**src/rtl/bios_boot_loader_if.sv**
```systemverilog
// Bus bundle between the boot loader, the BIOS ROM read port and the main memory write port.
interface bios_boot_loader_if #(
  parameter int DATA_WIDTH     = 16,
  parameter int ADDR_WIDTH     = 9,
  parameter int RAM_ADDR_WIDTH = 16
);
  // Write handshake: a word transfers on a clock edge where ram_we && ram_ready; once ram_we
  // is raised, ram_addr/ram_data stay stable until that edge. bios_q follows bios_addr by one cycle.
  logic [ADDR_WIDTH-1:0]     bios_addr;
  logic [DATA_WIDTH-1:0]     bios_q;
  logic [RAM_ADDR_WIDTH-1:0] ram_addr;
  logic [DATA_WIDTH-1:0]     ram_data;
  logic                      ram_we;
  logic                      ram_ready;

  modport master (output bios_addr, ram_addr, ram_data, ram_we, input bios_q, ram_ready);
  modport slave  (input bios_addr, ram_addr, ram_data, ram_we, output bios_q, ram_ready);
endinterface

```
**src/rtl/bios_boot_loader.sv**
```systemverilog
// Boot sequencer: copies COPY_WORDS BIOS ROM words into main memory and holds the CPU until done.
// Optional checksum verification of the image is enabled by defining BIOS_BOOT_CHECKSUM_EN.
module bios_boot_loader #(
  parameter int DATA_WIDTH     = 16,
  parameter int ADDR_WIDTH     = 9,
  parameter int RAM_ADDR_WIDTH = 16,
  parameter int RAM_BASE       = 0,
  parameter int COPY_WORDS     = 512,
  parameter int AUTO_START     = 1
) (
  input  logic                  clk,
  input  logic                  rst_n,
  input  logic                  start,
  bios_boot_loader_if.master    bus,
  output logic                  busy,
  output logic                  done,
  output logic                  cpu_hold,
`ifdef BIOS_BOOT_CHECKSUM_EN
  output logic                  boot_error,
  output logic [DATA_WIDTH-1:0] checksum,
`endif
  output logic [2:0]            dbg_state_o
);

  localparam logic [2:0] S_IDLE  = 3'd0;
  localparam logic [2:0] S_READ  = 3'd1;
  localparam logic [2:0] S_WAIT  = 3'd2;
  localparam logic [2:0] S_WRITE = 3'd3;
  localparam logic [2:0] S_DONE  = 3'd4;
`ifdef BIOS_BOOT_CHECKSUM_EN
  localparam logic [2:0] S_ERROR = 3'd5;
`endif

  localparam logic [ADDR_WIDTH-1:0]     LAST_IDX = ADDR_WIDTH'(COPY_WORDS - 1);
  localparam logic [RAM_ADDR_WIDTH-1:0] BASE     = RAM_ADDR_WIDTH'(RAM_BASE);

  logic [2:0]                state_q, state_d;
  logic [ADDR_WIDTH-1:0]     idx_q, idx_d;
  logic [ADDR_WIDTH-1:0]     bios_addr_q, bios_addr_d;
  logic [RAM_ADDR_WIDTH-1:0] ram_addr_q, ram_addr_d;
  logic [DATA_WIDTH-1:0]     ram_data_q, ram_data_d;
`ifdef BIOS_BOOT_CHECKSUM_EN
  logic [DATA_WIDTH-1:0]     checksum_q, checksum_d;
  logic [DATA_WIDTH-1:0]     sum_next;
`endif

  always_comb begin
    state_d     = state_q;
    idx_d       = idx_q;
    bios_addr_d = bios_addr_q;
    ram_addr_d  = ram_addr_q;
    ram_data_d  = ram_data_q;
`ifdef BIOS_BOOT_CHECKSUM_EN
    checksum_d  = checksum_q;
    sum_next    = checksum_q + ram_data_q;
`endif
    case (state_q)
      S_IDLE: begin
        // IDLE is only reachable through reset, so AUTO_START fires exactly once after release.
        if (AUTO_START != 0 || start) begin
          state_d     = S_READ;
          idx_d       = '0;
          bios_addr_d = '0;
`ifdef BIOS_BOOT_CHECKSUM_EN
          checksum_d  = '0;
`endif
        end
      end
      S_READ: state_d = S_WAIT;
      S_WAIT: begin
        ram_data_d = bus.bios_q;
        ram_addr_d = BASE + RAM_ADDR_WIDTH'(idx_q);
        state_d    = S_WRITE;
      end
      S_WRITE: begin
        if (bus.ram_ready) begin
`ifdef BIOS_BOOT_CHECKSUM_EN
          checksum_d = sum_next;
`endif
          if (idx_q == LAST_IDX) begin
`ifdef BIOS_BOOT_CHECKSUM_EN
            state_d = (sum_next == '0) ? S_DONE : S_ERROR;
`else
            state_d = S_DONE;
`endif
          end else begin
            idx_d       = idx_q + 1'b1;
            bios_addr_d = idx_q + 1'b1;
            state_d     = S_READ;
          end
        end
      end
`ifdef BIOS_BOOT_CHECKSUM_EN
      S_ERROR,
`endif
      S_DONE: begin
        if (start) begin
          state_d     = S_READ;
          idx_d       = '0;
          bios_addr_d = '0;
`ifdef BIOS_BOOT_CHECKSUM_EN
          checksum_d  = '0;
`endif
        end
      end
      default: state_d = S_IDLE;
    endcase
  end

  always_ff @(posedge clk or negedge rst_n) begin
    if (!rst_n) begin
      state_q     <= S_IDLE;
      idx_q       <= '0;
      bios_addr_q <= '0;
      ram_addr_q  <= BASE;
      ram_data_q  <= '0;
`ifdef BIOS_BOOT_CHECKSUM_EN
      checksum_q  <= '0;
`endif
    end else begin
      state_q     <= state_d;
      idx_q       <= idx_d;
      bios_addr_q <= bios_addr_d;
      ram_addr_q  <= ram_addr_d;
      ram_data_q  <= ram_data_d;
`ifdef BIOS_BOOT_CHECKSUM_EN
      checksum_q  <= checksum_d;
`endif
    end
  end

  assign bus.bios_addr = bios_addr_q;
  assign bus.ram_addr  = ram_addr_q;
  assign bus.ram_data  = ram_data_q;
  assign bus.ram_we    = (state_q == S_WRITE);
  assign busy          = (state_q == S_READ) || (state_q == S_WAIT) || (state_q == S_WRITE);
  assign done          = (state_q == S_DONE);
  assign cpu_hold      = (state_q != S_DONE);
  assign dbg_state_o   = state_q;
`ifdef BIOS_BOOT_CHECKSUM_EN
  assign boot_error    = (state_q == S_ERROR);
  assign checksum      = checksum_q;
`endif

endmodule

```
**src/flat_wrapper.sv**
```systemverilog
// flat-port wrapper written by rule: the top's interface ports become plain ports
module bios_boot_loader_flat 
#(
  parameter int DATA_WIDTH     = 16,
  parameter int ADDR_WIDTH     = 9,
  parameter int RAM_ADDR_WIDTH = 16,
  parameter int RAM_BASE       = 0,
  parameter int COPY_WORDS     = 512,
  parameter int AUTO_START     = 1
)
  (clk, rst_n, start, busy, done, cpu_hold, dbg_state_o, bus_bios_addr, bus_ram_addr, bus_ram_data, bus_ram_we, bus_bios_q, bus_ram_ready);
  bios_boot_loader_if #(.DATA_WIDTH(DATA_WIDTH), .ADDR_WIDTH(ADDR_WIDTH), .RAM_ADDR_WIDTH(RAM_ADDR_WIDTH)) bus_i ();
  input  logic clk;
  input  logic rst_n;
  input  logic start;
  output logic busy;
  output logic done;
  output logic cpu_hold;
  output logic [2:0] dbg_state_o;
  output wire logic [$bits(bus_i.bios_addr)-1:0] bus_bios_addr;
  output wire logic [$bits(bus_i.ram_addr)-1:0] bus_ram_addr;
  output wire logic [$bits(bus_i.ram_data)-1:0] bus_ram_data;
  output wire logic [$bits(bus_i.ram_we)-1:0] bus_ram_we;
  input wire logic [$bits(bus_i.bios_q)-1:0] bus_bios_q;
  input wire logic [$bits(bus_i.ram_ready)-1:0] bus_ram_ready;
  assign bus_bios_addr = bus_i.bios_addr;
  assign bus_ram_addr = bus_i.ram_addr;
  assign bus_ram_data = bus_i.ram_data;
  assign bus_ram_we = bus_i.ram_we;
  assign bus_i.bios_q = bus_bios_q;
  assign bus_i.ram_ready = bus_ram_ready;
  bios_boot_loader #(.DATA_WIDTH(DATA_WIDTH), .ADDR_WIDTH(ADDR_WIDTH), .RAM_ADDR_WIDTH(RAM_ADDR_WIDTH), .RAM_BASE(RAM_BASE), .COPY_WORDS(COPY_WORDS), .AUTO_START(AUTO_START)) u_core (.clk(clk), .rst_n(rst_n), .start(start), .bus(bus_i), .busy(busy), .done(done), .cpu_hold(cpu_hold), .dbg_state_o(dbg_state_o));
endmodule
```
**config.mk**
```make
export PLATFORM = sky130hd
export DESIGN_NAME = bios_boot_loader_flat
export DESIGN_NICKNAME = d
export VERILOG_FILES = /design/src/rtl/bios_boot_loader_if.sv /design/src/rtl/bios_boot_loader.sv /design/src/flat_wrapper.sv
export SDC_FILE = /design/constraint.sdc
export NUM_CORES = 1
export LEC_CHECK = 0
export CAP_MARGIN = 20
export CORE_ASPECT_RATIO = 0.7
export CORE_MARGIN = 5
export CORE_UTILIZATION = 55
export DETAILED_ROUTE_END_ITERATION = 8
export DONT_BUFFER_PORTS = 1
export PLACE_DENSITY = 0.7
export SLEW_MARGIN = 10
export SYNTH_ARGS = -nofsm -noshare
export SYNTH_HDL_FRONTEND = slang
export SYNTH_SLANG_ARGS = --single-unit
```
**constraint.sdc**
```tcl
create_clock -name clk -period 2.1 [get_ports clk]
set_input_delay 0.315 -clock clk [delete_from_list [all_inputs] [get_ports clk]]
set_output_delay 0.315 -clock clk [all_outputs]
set_load 0.02 [all_outputs]
```
==> metrics.txt <==
Syn-to-layout area delta=12.8%; hpwl dp=2490 um; cts bufs inserted=5; Max Clk Rate=505 MHz; Final Hold Fails=0; Yosys top cell area share=0.558; Slew Limit Fails=0; crit path kind=reg2reg; most frequent cell after synthesis=dfrtp_1; clock sink count=37; Die H=55.9 um; DR vias/cell=5.61; reg2reg setup slack=120 ps; nets@finish=173; clk_skew=7.08 ps; final core utilization=0.658; final setup vio count=0; crit path buf inv count=0; Commonest cells post-synth=37 x dfrtp_1, 25 x mux2_2, 9 x buf_4; Setup crit end kind=flip-flop; Placement Cell Area=1720 um2; largest net degree at the start of global routing=38; cell area after synthesis=1660 um2; first-pass iteration count of the detailed router=4; sequential share of the synthesized area=0.558; CP peak stage delay=410 ps; Tightest Pin Transition=548 ps; final cell count without fillers=188; share of flip-flops with an asynchronous set or reset=1.00; clk slew on worst S/H paths=80 ps; CTS max path bufs=2; htree depth=2; vias in the first global route=1120; CTS tree=yes; crit path max fanout=4; period utilization=0.944; CTS Root Cell=clkbuf_8; Cells after Synth=135; io pins=68; drt drc=0; final hold slack=172 ps; Power Density=1420 nW/um2; syn avg cell area=12.3 um2; Routed WL=3470 um; top_reg_cell synth=dfrtp_1; number of synthesized flops with an enable pin=0; Total Routing Usage GR=0.172; Total Die Area=4230 um2; width of the die=75.6 um; Pleak=0.846 nW; initial antenna violation count=0; initial core utilization=0.583; Placed Instances=176; Startpoint Class=flip-flop; Synth area leaders=dfrtp_1 56%, mux2_2 17%, buf_4 4.1%; GRT Residual Overflow=0; post-synth top area cell=dfrtp_1; CP required=2300 ps; ant diodes=0; vias post-DR=1055; CP top delay family=simple AND/OR/NAND/NOR gates; CP cell instances=ha_1, nand4_1, nor3_1, ha_2, nand4b_1, or2_4, or3_1, o21ai_0; final instance area=1870 um2; port bufs=0; Tmin final=1980 ps; Arrival @ worst endpoint=2180 ps; worst skew pair latency=290 ps; Routed WL per cell=18.5 um; Yosys reg bits=37; initial drt markers=94; max cap viols=0; Cell Rows=16; HP Class=in2reg; status=completed; synth unique cells=31; worst-path cell with the longest stage delay=dfrtp_2; first-pass GRT wire length=5530 um; Core ar.=2840 um2; Max rail drop VDD=0.858 mV; YS warnings=0; Slew headroom=0.635; Routed Antenna Nets=0; Routability Congestion=0.816; share of cells above drive strength 1=0.382
cells by family after synthesis:
| logic type | count (synthesis) | share of synthesized area |
|---|---|---|
| DFF | 37 | 0.558 |
| buffers and inverters | 17 | 0.0687 |
| muxes | 25 | 0.170 |
| other | 1 | 0.00226 |
| adders and majority gates | 2 | 0.0151 |
| and+or+nand+nor | 33 | 0.111 |
| AOI/OAI and AO/OA | 20 | 0.0747 |
final timing paths:
| kind | from | end | depth (start not counted) |
|---|---|---|---|
| min in group asynchronous | rst_n | u_core.bus.ram_data[7] | 2 |
| setup / recovery | u_core.bus.bios_addr[0] | u_core.bus.bios_addr[5] | 8 |
| hold / removal | bus_bios_q[2] | u_core.bus.ram_data[2] | 1 |
| setup reg to reg | u_core.bus.bios_addr[0] | u_core.bus.bios_addr[5] | 8 |
| max in group asynchronous | rst_n | u_core.bus.bios_addr[0] | 2 |
| hold reg to reg | u_core.bus.bios_addr[7] | u_core.bus.bios_addr[7] | 2 |
flip-flops by register name, indices dropped and copies added, names as in the netlist:
register,flops
u_core.bus.bios_addr,9
u_core.bus.ram_addr,9
u_core.dbg_state_o,3
u_core.bus.ram_data,16
cell usage in the layout (no fill, tap or decap), types with 2 or more instances in the layout:
cell type  Yosys  layout
mux2_2        25      25
conb_1         1       7
buf_4          9      13
a22o_2         1       2
o21ai_1        4       5
dfrtp_1       37      36
o21ai_0        6       5
clkbuf_8       0       6
nor2_1         5       4
nor3_1         3       3
nand4_1        3       3
a21oi_1        4       4
and2_1         2       2
inv_1          5       5
nand2_1        8       8
or3_1          3       3
timing repair:
| item | in CTS | in global routing |
|---|---|---|
| setup endpoints to repair | 2 | 9 |
| hold buffers | 2 | 0 |
| pin swaps | 0 | 2 |
| gates cloned | 0 | 0 |
| buffers inserted | 1 | 1 |
| endpoints found under the hold margin | 37 | 0 |
| gates resized for setup | 0 | 5 |
through the flow:
stage          TNS [ps]  setup slack, ps  power, W
3_3_place_gp          0             90.5   0.00209
4_1_cts               0             23.8   0.00268
5_1_grt           -19.7            -19.7   0.00284
2_1_floorplan         0             8.88   0.00196
6_report              0              118   0.00266
3_5_place_dp      -1.98            -1.98   0.00213
metal layers:
metal  global-route usage  part of all wire  up-vias
met5                    0                 0        -
met4               0.0474            0.0089        0
met3               0.0921              0.12        6
met2                0.255              0.48       55
met1                0.216              0.39      505
li1                     -                 -      489
where the power goes:
| group | total [W] | leakage [nW] | internal [W] | switching [W] |
|---|---|---|---|---|
| Combinational | 0.000783 | 0.328 | 0.000379 | 0.000405 |
| Clock | 0.000514 | 0.0512 | 0.000266 | 0.000248 |
| Sequential | 0.00137 | 0.466 | 0.000945 | 0.000421 |
cell type report:
class	count	area [um2]
fillers	222	972
flip-flops and latches	37	927
multi-input cells	87	656
repair buffers	15	128
clock buffers	6	82.6
well taps	36	45.0
inverters	5	18.8
clock inverters	2	13.8
(Power assumes the default switching activity.)
